File: config.mk
export PLATFORM = sky130hd
export DESIGN_NAME = cpu_stim_seq
export DESIGN_NICKNAME = d
export VERILOG_FILES = /design/src/rtl/cpu_stim_seq.sv
export SDC_FILE = /design/constraint.sdc
export NUM_CORES = 1
export LEC_CHECK = 0
export CAP_MARGIN = 20
export CELL_PAD_IN_SITES_DETAIL_PLACEMENT = 2
export CELL_PAD_IN_SITES_GLOBAL_PLACEMENT = 2
export CORE_UTILIZATION = 47
export DETAILED_ROUTE_END_ITERATION = 16
export GPL_ROUTABILITY_DRIVEN = 0
export PLACE_DENSITY = 0.87
export SKIP_LAST_GASP = 1
export SLEW_MARGIN = 0
export SYNTH_ARGS = -nofsm -noshare
export SYNTH_HDL_FRONTEND = slang
export SYNTH_SLANG_ARGS = --single-unit
File: constraint.sdc
create_clock -name clock -period 8.5 [get_ports clock]
set_input_delay 2.125 -clock clock [delete_from_list [all_inputs] [get_ports clock]]
set_output_delay 2.125 -clock clock [all_outputs]
set_load 0.02 [all_outputs]
File: src/rtl/cpu_stim_seq.sv
// Instruction-stimulus sequencer: loadable program buffer, CPU start pulse, per-word NOP padding.
// Define STIM_SEQ_AUTOHALT_EN to append a HALT word when the program runs out without one.
module cpu_stim_seq #(
  parameter int IW = 16,
  parameter int OPW = 5,
  parameter int DEPTH = 16,
  parameter logic [OPW-1:0] NOP_OP = 5'b00000,
  parameter logic [OPW-1:0] HALT_OP = 5'b00001,
  localparam int AW = $clog2(DEPTH)
) (
  input  logic          clock,
  input  logic          reset,
  input  logic          load_we,
  input  logic [AW-1:0] load_addr,
  input  logic [IW-1:0] load_data,
  input  logic [AW:0]   prog_len,
  input  logic [2:0]    pad_n,
  input  logic          run,
  input  logic          abort,
  output logic          cpu_enable,
  output logic          cpu_start,
  output logic [IW-1:0] i_datain,
  output logic          busy,
  output logic          done,
  output logic          halted,
  output logic [AW:0]   issued_cnt
);

  typedef enum logic [2:0] {
    S_IDLE  = 3'd0,
    S_START = 3'd1,
    S_ISSUE = 3'd2,
    S_PAD   = 3'd3,
`ifdef STIM_SEQ_AUTOHALT_EN
    S_HALT_SLOT = 3'd4,
`endif
    S_DONE  = 3'd5
  } state_t;

  localparam logic [IW-1:0] NOP_WORD  = {NOP_OP, {(IW-OPW){1'b0}}};
  localparam logic [IW-1:0] HALT_WORD = {HALT_OP, {(IW-OPW){1'b0}}};
`ifdef STIM_SEQ_AUTOHALT_EN
  localparam state_t EOP_STATE = S_HALT_SLOT;
`else
  localparam state_t EOP_STATE = S_DONE;
`endif

  logic [IW-1:0] prog_mem [DEPTH];

  state_t        state_reg, state_next;
  logic [AW-1:0] ptr_reg, ptr_next;
  logic [AW:0]   len_reg, len_next;
  logic [2:0]    pad_n_reg, pad_n_next;
  logic [2:0]    pad_cnt_reg, pad_cnt_next;
  logic          halted_reg, halted_next;
  logic [AW:0]   issued_reg, issued_base, issued_next;
  logic          cpu_enable_reg, cpu_enable_next;
  logic          cpu_start_reg, cpu_start_next;
  logic          busy_reg, busy_next;
  logic          done_reg, done_next;
  logic [IW-1:0] i_datain_reg, i_datain_next;
  logic          last_word;
  logic          word_is_halt;

  // Loads are locked out while a program is in flight, so the issued word can never change underneath.
  always_ff @(posedge clock) begin
    if (load_we && (state_reg == S_IDLE || state_reg == S_DONE))
      prog_mem[load_addr] <= load_data;
  end

  assign last_word    = (({1'b0, ptr_reg} + (AW+1)'(1)) == len_reg);
  assign word_is_halt = (i_datain_reg[IW-1 -: OPW] == HALT_OP);

  always_ff @(posedge clock or posedge reset) begin
    if (reset) state_reg <= S_IDLE;
    else       state_reg <= state_next;
  end

  always_comb begin
    state_next   = state_reg;
    ptr_next     = ptr_reg;
    len_next     = len_reg;
    pad_n_next   = pad_n_reg;
    pad_cnt_next = pad_cnt_reg;
    halted_next  = halted_reg;
    issued_base  = issued_reg;
    if (abort) begin
      state_next  = S_IDLE;
      halted_next = 1'b0;
    end else begin
      case (state_reg)
        S_IDLE, S_DONE: begin
          if (run) begin
            ptr_next    = '0;
            issued_base = '0;
            halted_next = 1'b0;
            if (prog_len == '0) begin
              state_next = S_DONE;
            end else begin
              state_next = S_START;
              len_next   = prog_len;
              pad_n_next = pad_n;
            end
          end
        end
        S_START: state_next = S_ISSUE;
        S_ISSUE: begin
          if (word_is_halt) begin
            state_next  = S_DONE;
            halted_next = 1'b1;
          end else if (pad_n_reg != '0) begin
            state_next   = S_PAD;
            pad_cnt_next = pad_n_reg;
          end else if (last_word) begin
            state_next = EOP_STATE;
          end else begin
            ptr_next = ptr_reg + AW'(1);
          end
        end
        S_PAD: begin
          if (pad_cnt_reg == 3'd1) begin
            if (last_word) begin
              state_next = EOP_STATE;
            end else begin
              state_next = S_ISSUE;
              ptr_next   = ptr_reg + AW'(1);
            end
          end else begin
            pad_cnt_next = pad_cnt_reg - 3'd1;
          end
        end
`ifdef STIM_SEQ_AUTOHALT_EN
        S_HALT_SLOT: state_next = S_DONE;
`endif
        default: state_next = S_IDLE;
      endcase
    end
  end

  // Outputs are computed from the next state so every port comes straight from a flop.
  always_comb begin
    cpu_start_next = (state_next == S_START);
    done_next      = (state_next == S_DONE);
    busy_next      = (state_next == S_START) || (state_next == S_ISSUE) || (state_next == S_PAD);
    i_datain_next  = NOP_WORD;
    issued_next    = issued_base;
    cpu_enable_next = cpu_enable_reg;
    if (abort)
      cpu_enable_next = 1'b0;
    else if (state_next == S_START)
      cpu_enable_next = 1'b1;
    if (state_next == S_ISSUE) begin
      i_datain_next = prog_mem[ptr_next];
      issued_next   = issued_base + (AW+1)'(1);
    end
`ifdef STIM_SEQ_AUTOHALT_EN
    if (state_next == S_HALT_SLOT) begin
      i_datain_next = HALT_WORD;
      busy_next     = 1'b1;
    end
`endif
  end

  always_ff @(posedge clock or posedge reset) begin
    if (reset) begin
      ptr_reg        <= '0;
      len_reg        <= '0;
      pad_n_reg      <= '0;
      pad_cnt_reg    <= '0;
      halted_reg     <= 1'b0;
      issued_reg     <= '0;
      cpu_enable_reg <= 1'b0;
      cpu_start_reg  <= 1'b0;
      busy_reg       <= 1'b0;
      done_reg       <= 1'b0;
      i_datain_reg   <= NOP_WORD;
    end else begin
      ptr_reg        <= ptr_next;
      len_reg        <= len_next;
      pad_n_reg      <= pad_n_next;
      pad_cnt_reg    <= pad_cnt_next;
      halted_reg     <= halted_next;
      issued_reg     <= issued_next;
      cpu_enable_reg <= cpu_enable_next;
      cpu_start_reg  <= cpu_start_next;
      busy_reg       <= busy_next;
      done_reg       <= done_next;
      i_datain_reg   <= i_datain_next;
    end
  end

  assign cpu_enable = cpu_enable_reg;
  assign cpu_start  = cpu_start_reg;
  assign i_datain   = i_datain_reg;
  assign busy       = busy_reg;
  assign done       = done_reg;
  assign halted     = halted_reg;
  assign issued_cnt = issued_reg;

endmodule

==> metrics <==
Largest delay share family, worst path buffers and inverters; Worst-Skew Late Latency 590 ps; Critical Path Fanout Max 34; commonest cells after routing, fill and taps aside edfxtp_1, nand2_1, clkdlybuf4s50_1, mux2_2, dfrtp_1; layout cell share with drive strength beyond 1 16.9%; Site Rows 58; vias in the first global route 8527; Seq/Total Area, Yosys 71.7%; Slowest-stage cell, CP clkdlybuf4s50_1; Starting DRT DRC Count 576; Reg2Reg Depth 12; TNS Setup 0 ps; register bit total from synthesis 300; Top FF cell, synth edfxtp_1; Worst Hold Depth 2; Vias 7766; CTS Buffer Depth 3; Critical Path Sink Type register; Initial Util 48.3%; TritonCTS Sinks 300; Syn Inst Count 835; Post-CTS Resized 0; PD cells 272 nW/um2; CP Depth 10; RSZ-0062 raised after global routing no; yosys warns 0; area delta synth->final 16.8%; Routed WL 39300 um; Horiz. Die Dim 163 um; Port Buf Inserts 58; area of the multi-input gates 3260 um2; CTS Hold Buffers Added 0; Fmax achieved 0.177 GHz; Layout Skew 24.0 ps; GRT Total Usage 29.4%; htree depth 1; pre-CTS setup slack 2480 ps; first-pass GRT wire length 56400 um; worst path cell trace clkdlybuf4s50_1 -> a21o_1 -> nand2_1 -> and3_1 -> buf_4 -> inv_2 -> nand2_1 -> o22ai_1 -> nor2_1 -> a221o_1; Worst EP arrival 6090 ps; detailed placement HPWL 22300 um; Inserted Diodes 0; DIE AREA 26700 um2; Final period util 66.3%; WP data required 8950 ps; Routed Antenna Nets 0; Slew Limit Fails 0; Leak 5.07 nW; number of buffers created by CTS 30; Setup Viol. Count Final 0; Max Cap Viol 0; Pre-antenna DRT Iters 4; # nets final 940; Clock transition at path regs 60 ps; asr flop ratio synth 14.7%; Max stage delay on crit path 950 ps; status finished, final reports clean; Slew @ Worst Pin 1110 ps; IO Pins 59; post-synth cell types 66; DR vias/cell 6.18; final total power 3.90 mW; Post-CTS Setup Bufs 0; CTS Root Cell clkbuf_16; Final Core Density 56.3%; WS Path Type in2reg; crit path buf inv count 3; Final Hold Vio Count 0; Final WS setup 2860 ps; Die H 163 um; average cell area after synthesis 14.7 um2; DRC errors left 0; relative slew slack 25.8%; most common library cell in the layout ignoring fill and taps edfxtp_1; Hold Path Class reg2reg; largest net degree at the start of global routing 64; CTS tree built; WL/cell 31.3 um; Mapped Nets 872; min Tclk post-route 5640 ps; VDD IR-drop max 0.199 mV; GRT overflow 0; most used cell, CP nand2_1; initial antenna violation count 0; register area 8790 um2; core box area 25400 um2; Post-synth EDFFs 256; Setup crit start kind primary input; Synth Cell Area 12300 um2; Largest register FFs 256; fillcell total 2279
## area by class of cell
class / instances / area share, %
flip-flops and latches: 300 / 61.4
multi-input cells: 485 / 22.8
repair buffers: 77 / 5.68
clock buffers: 39 / 5.55
well taps: 330 / 2.88
clock inverters: 17 / 1.44
inverters: 9 / 0.271
## cell families after synthesis
kind of cell	Yosys count	share of synthesized area, %
compound gates	117	7.54
xor+xnor	10	0.837
simple gates	282	10.7
flops	300	71.7
mux	72	6.61
buf+inv	50	2.18
fa+ha+maj	4	0.408
## path summary, 6_finish.rpt
| path | slack (ps) | start | to |
|---|---|---|---|
| min | 540 | pad_n_reg[1]$_DFFE_PP0P_ | pad_n_reg[1]$_DFFE_PP0P_ |
| max | 2860 | abort | i_datain[10]$_DFF_PP0_ |
| max reg2reg | 3800 | ptr_reg[0]$_DFF_PP0_ | i_datain[10]$_DFF_PP0_ |
| min in group asynchronous | 1790 | reset | pad_cnt_reg[1]$_DFFE_PP0P_ |
| max in group asynchronous | 6210 | reset | ptr_reg[3]$_DFF_PP0_ |
| min reg2reg | 540 | pad_n_reg[1]$_DFFE_PP0P_ | pad_n_reg[1]$_DFFE_PP0P_ |
## where the power goes
group          switching [mW]  internal [mW]
registers              0.0566           1.66
clock network           0.600          0.783
logic                   0.495          0.297
## tightest hold or removal path: stages, from the launching register on
cell	delay, ps
dfrtp_1	380
nand2_1	60
nand2_1	60
## cell usage after synthesis, drive strengths merged, types with 3 or more instances
master	count	area share, %
ha	4	0.41
edfxtp	256	63
nand4b	3	0.21
a221o	15	1.2
o22ai	32	1.6
nand2	163	5.1
dfrtp	44	9.0
and3	31	1.6
clkbuf	12	0.37
o21ai	10	0.47
inv	9	0.32
a31oi	18	0.92
nand2b	6	0.37
xnor2	3	0.28
a311oi	15	1.6
xor2	7	0.56
a21oi	8	0.33
buf	29	1.5
mux2	71	6.5
a211oi	4	0.29
nand3	3	0.12
nand4	4	0.20
nor2	45	1.4
nor2b	7	0.36
nor3	8	0.46
## per-stage QoR
step	hold slack, ps	cells	cell area (um2)
2_1_floorplan	460	835	12300
5_1_grt	541	1257	14300
4_1_cts	539	1250	14200
6_report	540	1257	14300
3_5_place_dp	516	1194	13200
3_3_place_gp	489	1193	13200
## per-layer routing
layer	wire [um]	vias to the layer above	global-route usage, %	part of all wire, %
met5	0	-	0	0
met4	1340	0	9.09	3.4
met3	1690	79	3.17	4.3
met2	20300	267	53.4	52
met1	16000	4137	36.6	41
li1	-	3283	-	-
(Power assumes the default switching activity.)
